$ cat src/rtl/msg_defs.sv
// rtl/msg_defs.sv - shared encodings and defaults for the message transmitter arbiter
package msg_defs;

    typedef enum logic [1:0] {
        ST_IDLE = 2'd0,
        ST_SEND = 2'd1,
        ST_WAIT = 2'd2,
        ST_DONE = 2'd3
    } state_t;

    localparam int         MSG_W_DEFAULT        = 5;
    localparam logic [3:0] MSG_HEADER           = 4'b0101;
    localparam int         FRAME_CYCLES_DEFAULT = 10240;

endpackage

$ cat src/rtl/msg_tx_arbiter_up_counter.sv
// rtl/msg_tx_arbiter_up_counter.sv - saturating frame timer with clear and carry-out
module msg_tx_arbiter_up_counter #(
    parameter int MAX_COUNT = 10240
) (
    input  logic clk,
    input  logic rst,
    input  logic cen,
    input  logic init0,
    output logic carry
);

    localparam int CW = $clog2(MAX_COUNT + 1);

    logic [CW-1:0] count;

    // Count enabled cycles from zero; hold at MAX_COUNT instead of wrapping
    always_ff @(posedge clk or posedge rst) begin
        if (rst) begin
            count <= '0;
        end else if (init0) begin
            count <= '0;
        end else if (cen && (count != CW'(MAX_COUNT))) begin
            count <= count + CW'(1);
        end
    end

    // Carry marks the last of MAX_COUNT enabled cycles
    assign carry = cen && (count == CW'(MAX_COUNT - 1));

endmodule

$ cat src/rtl/msg_tx_arbiter.sv
// rtl/msg_tx_arbiter.sv - round-robin sequencer sharing one message transmitter
module msg_tx_arbiter
    import msg_defs::*;
#(
    parameter int N_REQ        = 4,
    parameter int MSG_W        = MSG_W_DEFAULT,
    parameter int FRAME_CYCLES = FRAME_CYCLES_DEFAULT
) (
    input  logic                   clk,
    input  logic                   rst,
    input  logic [N_REQ-1:0]       req,
    input  logic [N_REQ*MSG_W-1:0] msg_in,
    output logic                   send,
    output logic [MSG_W-1:0]       msg_out,
    output logic [N_REQ-1:0]       grant,
    output logic [N_REQ-1:0]       ack,
    output logic                   busy
);

    localparam int IW = (N_REQ > 1) ? $clog2(N_REQ) : 1;

    state_t           state;
    logic [IW-1:0]    ptr;
    logic [IW-1:0]    winner;
    logic [IW-1:0]    pick;
    logic             pick_valid;
    logic [N_REQ-1:0] pick_onehot;
    logic [MSG_W-1:0] pick_msg;
    logic             frame_done;

    // Round-robin search: first requester at or above the pointer, wrapping
    always_comb begin
        logic [IW:0]   sum;
        logic [IW-1:0] cand;
        pick       = ptr;
        pick_valid = 1'b0;
        for (int off = 0; off < N_REQ; off++) begin
            sum = {1'b0, ptr} + (IW+1)'(off);
            if (sum >= (IW+1)'(N_REQ)) begin
                sum = sum - (IW+1)'(N_REQ);
            end
            cand = sum[IW-1:0];
            if (!pick_valid && req[cand]) begin
                pick_valid = 1'b1;
                pick       = cand;
            end
        end
    end

    // Decode the winner into a one-hot grant and select its payload slice
    always_comb begin
        pick_onehot = '0;
        pick_msg    = '0;
        for (int i = 0; i < N_REQ; i++) begin
            if (pick == IW'(i)) begin
                pick_onehot[i] = 1'b1;
                pick_msg       = msg_in[i*MSG_W +: MSG_W];
            end
        end
    end

    msg_tx_arbiter_up_counter #(
        .MAX_COUNT(FRAME_CYCLES)
    ) u_frame_timer (
        .clk  (clk),
        .rst  (rst),
        .cen  (state == ST_WAIT),
        .init0(state == ST_SEND),
        .carry(frame_done)
    );

    // Frame sequencer; every output is a register updated alongside the state
    always_ff @(posedge clk or posedge rst) begin
        if (rst) begin
            state   <= ST_IDLE;
            ptr     <= '0;
            winner  <= '0;
            send    <= 1'b0;
            msg_out <= '0;
            grant   <= '0;
            ack     <= '0;
            busy    <= 1'b0;
        end else begin
            case (state)
                ST_IDLE: begin
                    if (pick_valid) begin
                        state   <= ST_SEND;
                        winner  <= pick;
                        grant   <= pick_onehot;
                        msg_out <= pick_msg;
                        send    <= 1'b1;
                        busy    <= 1'b1;
                    end
                end
                ST_SEND: begin
                    send  <= 1'b0;
                    state <= ST_WAIT;
                end
                ST_WAIT: begin
                    if (frame_done) begin
                        state <= ST_DONE;
                        ack   <= grant;
                    end
                end
                ST_DONE: begin
                    ack   <= '0;
                    grant <= '0;
                    busy  <= 1'b0;
                    ptr   <= (winner == IW'(N_REQ - 1)) ? '0 : winner + IW'(1);
                    state <= ST_IDLE;
                end
                default: begin
                    state <= ST_IDLE;
                end
            endcase
        end
    end

endmodule

$ cat config.mk
export PLATFORM = sky130hd
export DESIGN_NAME = msg_tx_arbiter
export DESIGN_NICKNAME = d
export VERILOG_FILES = /design/src/rtl/msg_defs.sv /design/src/rtl/msg_tx_arbiter_up_counter.sv /design/src/rtl/msg_tx_arbiter.sv
export SDC_FILE = /design/constraint.sdc
export NUM_CORES = 1
export LEC_CHECK = 0
export BUFFER_PORTS_ARGS = -buffer_cell sky130_fd_sc_hd__buf_2
export CAP_MARGIN = 20
export CORE_UTILIZATION = 27
export DETAILED_ROUTE_END_ITERATION = 8
export GPL_ROUTABILITY_DRIVEN = 0
export HOLD_SLACK_MARGIN = 0.05
export PLACE_DENSITY = 0.51
export SLEW_MARGIN = 20
export SYNTH_ARGS = -nofsm -noshare
export SYNTH_HDL_FRONTEND = slang
export SYNTH_HIERARCHICAL = 1
export SYNTH_SLANG_ARGS = --single-unit
$ cat constraint.sdc
create_clock -name clk -period 2.9 [get_ports clk]
set_input_delay 0 -clock clk [delete_from_list [all_inputs] [get_ports clk]]
set_output_delay 0 -clock clk [all_outputs]
set_load 0.02 [all_outputs]
## Word level (Yosys, flattened, before mapping)

Cells that the tools add are included.

| storage, ports and cells | value |
|---|---|
| bits in registers | 35 |
| input bits | 26 |
| output and inout port bits | 15 |
| word-level logic and storage cells | 97 |

| cells by class | value |
|---|---|
| add/sub/neg operators | 9 |
| magnitude comparators | 8 |
| eq/ne operators | 11 |
| mux-type cells | 41 |
| reductions and logical operators | 19 |

Operators with widths:

| cell | number |
|---|---|
| 14-bit 2-to-1 mux | 2 |
| 2-bit 2-to-1 mux | 11 |
| 5-bit 2-to-1 mux | 4 |
| 4-bit one-hot mux with 2 select lines | 2 |
| 14-bit by 1-bit adder with 14-bit output, second input constant | 1 |
| 14-bit equality test, second input constant | 1 |
| 14-bit != test, second input constant | 1 |
| 1-bit 2-to-1 mux | 13 |
| 2-bit by 3-bit < comparator with 1-bit output, second input constant | 4 |
| 2-bit equality test, second input constant | 5 |
| 2-bit AND reduction | 5 |
| 3-bit greater-or-equal comparator, second input constant | 3 |
| 1-bit binary-select mux with 2-bit select | 4 |
| 4-bit 2-to-1 mux | 2 |
| 2-bit one-hot mux with 4 select lines | 1 |
| 2-bit nonzero test | 4 |
| 2-bit by 1-bit subtractor with 2-bit output, second input constant | 4 |
| 2-bit by 2-bit adder with 3-bit output, second input constant | 2 |
| 1-bit logical AND | 5 |
| 2-bit by 1-bit equality test with 1-bit output, second input constant | 2 |
| 2-bit logical NOT | 2 |
| 2-bit != test, second input constant | 2 |
| 1-bit one-hot mux with 2 select lines | 2 |
| 2-bit by 1-bit adder with 3-bit output, second input constant | 1 |
| 3 further kinds | 5 |

## Logic depth before layout (Yosys ltp)

| logic depth | value |
|---|---|
| depth after elaboration | 19 |
| mapped depth | 8 |
| mapped depth without buffers | 8 |

## Hierarchy

The synthesis kept the hierarchy.

Modules (own cells, without submodules):

| module | times used | cells an instance | area an instance (µm²) | sequential area each (µm²) |
|---|---|---|---|---|
| msg_tx_arbiter | 1 | 126 | 1213.7 | 525.5 |
| msg_tx_arbiter_up_counter | 1 | 83 | 819.5 | 350.3 |

## Worst setup path after synthesis

No wires, ideal clock.

| path | value |
|---|---|
| path kind | reg-to-reg |
| start point | reg state[0] |
| end point | reg state[0] |
| setup time | 0.066 ns |
| arrival | 1.938 ns |
| required time | 2.834 ns |
| path slack | 0.896 ns |
| stages on the path, launching flop included | 8 |
| path buffers | 0 |
| period minus slack after synthesis | 2.004 ns |
| cells stage by stage | dfrtp_1 -> inv_1 -> ha_1 -> nand2_1 -> nor4_1 -> nor2b_1 -> nor2_1 -> o32a_1 |

| on the way | value |
|---|---|
| word-level cells in the longest chain between the ends | 4 |
| elaborated cells on any way between the ends | 9 |
| classes of those cells | 5 x eq/ne; 1 x mux; 3 x reduce/logical |

Ends and longest elaborated chain:

| item | line | source |
|---|---|---|
| start, declared | msg_tx_arbiter.sv:22 | `state_t state;` |
| start signal, assigned | msg_tx_arbiter.sv:75 | `state <= ST_IDLE;` |
| start signal, assigned | msg_tx_arbiter.sv:87 | `state <= ST_SEND;` |
| start signal, assigned | msg_tx_arbiter.sv:97 | `state <= ST_WAIT;` |
| 2-bit equality test | msg_tx_arbiter.sv:67 | `.cen (state == ST_WAIT),` |
| 1-bit logical AND | msg_tx_arbiter_up_counter.sv:28 | `assign carry = cen && (count == CW'(MAX_COUNT - 1));` |
| via frame_done | msg_tx_arbiter.sv:29 | `logic frame_done;` |
| 2-bit != test (no source line) | n/a |  |
| 2-bit AND reduction (no source line) | n/a |  |

The timed path passes the listed nets, and every way through them passes these cells.
A chain may end at the register's enable or synchronous reset.

## Worst setup path in the final report

| path | value |
|---|---|
| start point | reg ptr[1] |
| end point | reg msg_out[3] |

| on the way | value |
|---|---|
| word-level cells in the longest chain between the ends | 19 |
| elaborated cells on any way between the ends | 46 |
| classes of those cells | 7 x add/sub; 4 x order compare; 3 x eq/ne; 24 x mux; 8 x reduce/logical |

Ends and longest elaborated chain:

| item | line | source |
|---|---|---|
| start, declared | msg_tx_arbiter.sv:23 | `logic [IW-1:0] ptr;` |
| start signal, assigned | msg_tx_arbiter.sv:109 | `ptr <= (winner == IW'(N_REQ - 1)) ? '0 : winner + IW'(1);` |
| parallel branches: the longest is 19 deep, another holds 2-bit by 1-bit adder with 3-bit output | n/a |  |
| end signal, assigned | msg_tx_arbiter.sv:90 | `msg_out <= pick_msg;` |
| end, declared | msg_tx_arbiter.sv:14 | `output logic [MSG_W-1:0] msg_out,` |

Several ways; the timed one is not identified. The select of a mux whose other input is x is not followed.

==> impl_metrics.ini <==
[synth]
synth_top_family_by_area = simple AND/OR/NAND/NOR gates
synthFlopType = dfrtp_1
syn_area_mm2 = 0.00203
synth_adder_area_share_pct = 5.54
ys_seq_area_share_pct = 43.1
avgSynthCellArea_um2 = 9.73
synth_top_area_share_pct = 43.1
synth_top_area_cell = dfrtp_1
synthTopCellsByArea = dfrtp_1 43%, nor2_1 5.7%, ha_1 5.5%
synthMuxAreaShare_pct = 5.48
ys_ff_latch = 35
yosys.area_share.simple_pct = 23.4
synth.distinct_cells = 48
synth_xor_area_share_pct = 5.17
yosys_warnings = 6
async_reset_ff_share_pct = 100
syn_inst = 209
synth_nets = 244
synth_enable_flop_cells = 0
synth-compound-area-share_pct = 12.8

[drt]
avgViaCountPerCell = 4.69
drc_errors = 0
wl_per_cell_um = 12.7
drt-total-wl_um = 4590
drt_pass1_iterations = 4
ant_nets = 0
num_vias = 1698
drt_iter0_drc = 34

[sta]
max_freq_ghz = 0.394
finalHoldViolCount = 0
finClkSkew_ns = 0.00967
min_period_ns = 2.54
drv_slew = 0
worst_pin_slew_ns = 0.817
final.setup.tns_ns = 0
relSlewSlack_pct = 45.5
fin_crit_sh_pct = 87.5
rsz0062_at_grt = false
setup_viol = 0

[die]
fp.dieH_um = 88.8
num_rows = 31
core_area_mm2 = 0.00725
die-area_mm2 = 0.00788
start_util_pct = 28.0
ioPinCount = 41
fp.dieW_um = 88.8

[placement]
place.port_buffers = 40
dp_hpwl_um = 3390

[cells_and_area]
drive_above_1_share_pct = 22.4
nFillCells = 761
finalNetCount = 297
final_common_cell = buf_2
diodes = 0
layout_common_cells = 40 x buf_2, 35 x dfrtp_1, 31 x nor2_1, 21 x nand2_1, 12 x dlygate4sd3_1
area_growth_pct = 24.2
fin_util_pct = 34.8

[critical_path]
reg2reg_to = msg_out[3]
critPathRequiredTime_ns = 3.10
arrival_ns = 2.74
cp-end-kind = register
rrSetupSlack_ns = 0.36
reg2reg_from = ptr[1]
worstSetupStartpointType = register
path_max_fanout = 15
r2r.worst_path.cells = 6
criticalPathCategory = reg2reg

[cts]
cts_num_sinks = 35
cts_buffers = 5
clockBufferDepth = 2
clk_pin_slew_ns = 0.08
cts_tree = built
h-tree-depth = 2
post_cts_resize_count = 0
cts_root_buffer = clkbuf_8
clk_latency_ns = 0.30

[global_route]
use_met2_pct = 21.7
grt_overflow = 0
grt_pass1_wl_um = 7880
first_global_vias = 1678
use_met3_pct = 3.92
antenna_found_initial = 0
grt.busiest_layer = met2
grt_use_met1_pct = 16.5
grt_use_total_pct = 13.2
grt_max_degree = 22

[status]
status = completed

[power]
fin_total_pwr_w = 0.00201
power.leakage_nw = 1.17
ir_drop_v = 0.000293
p_per_area_mw_per_mm2 = 797

[job]
maxCapViolations = 0

[min_path]
hp-start = msg_in[19]
min_to = msg_out[4]
hp-class = in2reg
holdPathStages = 3
-- synth_stat cells (2+ instances only) --
library cell  instances
a21oi_1               6
a221oi_1              4
a31oi_1               4
and4_1                2
clkbuf_1              4
dfrtp_1              35
ha_1                  9
inv_1                 9
mux2i_1              10
nand2_1              21
nand3_1               6
nand4_1               5
nor2_1               31
nor2b_1               8
nor3_1                2
nor4_1                3
o21ai_0               9
xnor2_1               5
xor2_1                7
-- report_power, final --
group          switching (W)  leakage [nW]  internal [W]
Clock               0.000204        0.0408      0.000172
Combinational       0.000535         0.676      0.000368
Sequential          0.000117         0.452      0.000619
Total               0.000856          1.17       0.00116
-- per-stage QoR --
step	cells	worst slack (ns)	cell area (µm²)	hold WS, ns
floorplan	209	0.896	2030	-0.111
CTS	362	0.369	2530	0.0525
finish	362	0.362	2530	0.0556
detailed placement	342	0.863	2310	0.101
global placement	342	0.951	2310	0.0905
global route	362	0.157	2530	0.0824
-- logic make-up after synthesis --
logic type                 Yosys count
muxes                               11
adders and majority gates            9
and+or+nand+nor                     90
buffers and inverters               17
AOI/OAI and AO/OA                   35
xor gates and xnor gates            12
DFF                                 35
-- critical path: stages, from the launching register on --
cell,delay (ns)
dfrtp_1,0.48
nand2_1,0.08
a21oi_1,0.16
o221a_1,0.70
mux2i_1,0.17
dlygate4sd3_1,0.59
a221oi_1,0.27
-- area by class of cell --
type	instances	area, µm²	area share (%)
flip-flops and latches	35	876	34.7
multi-input cells	157	1060	42.1
well taps	99	124	4.90
inverters	9	33.8	1.34
clock buffers	5	68.8	2.72
clock inverters	3	23.8	0.941
repair buffers	54	335	13.3
-- flip-flops by register name (all words and copies together), names as in the netlist --
name                 flops
grant                    4
ptr                      2
winner                   2
msg_out                  5
state                    2
ack                      4
send                     1
busy                     1
u_frame_timer/count     14
-- how the worst max path moves through the flow --
stage	from	to	slack, ns	depth (start not counted)
5_1_grt	ptr[1]	msg_out[3]	0.16	6
6_report	ptr[1]	msg_out[3]	0.36	6
4_1_cts	ptr[1]	msg_out[3]	0.37	6
3_5_place_dp	ptr[1]	msg_out[1]	0.86	5
3_3_place_gp	ptr[1]	msg_out[3]	0.95	5
2_1_floorplan	state[0]	state[0]	0.90	7
-- what timing repair did --
action / in CTS / in global routing
endpoints found under the hold margin: 39 / 0
buffers inserted: 0 / 0
hold buffers: 12 / 0
-- layer usage --
layer	vias to the layer above	part of all wire [%]
li1	848	-
met1	798	47
met2	44	47
met3	8	4.3
met4	0	1.4
met5	-	0
(Power assumes the default switching activity.)
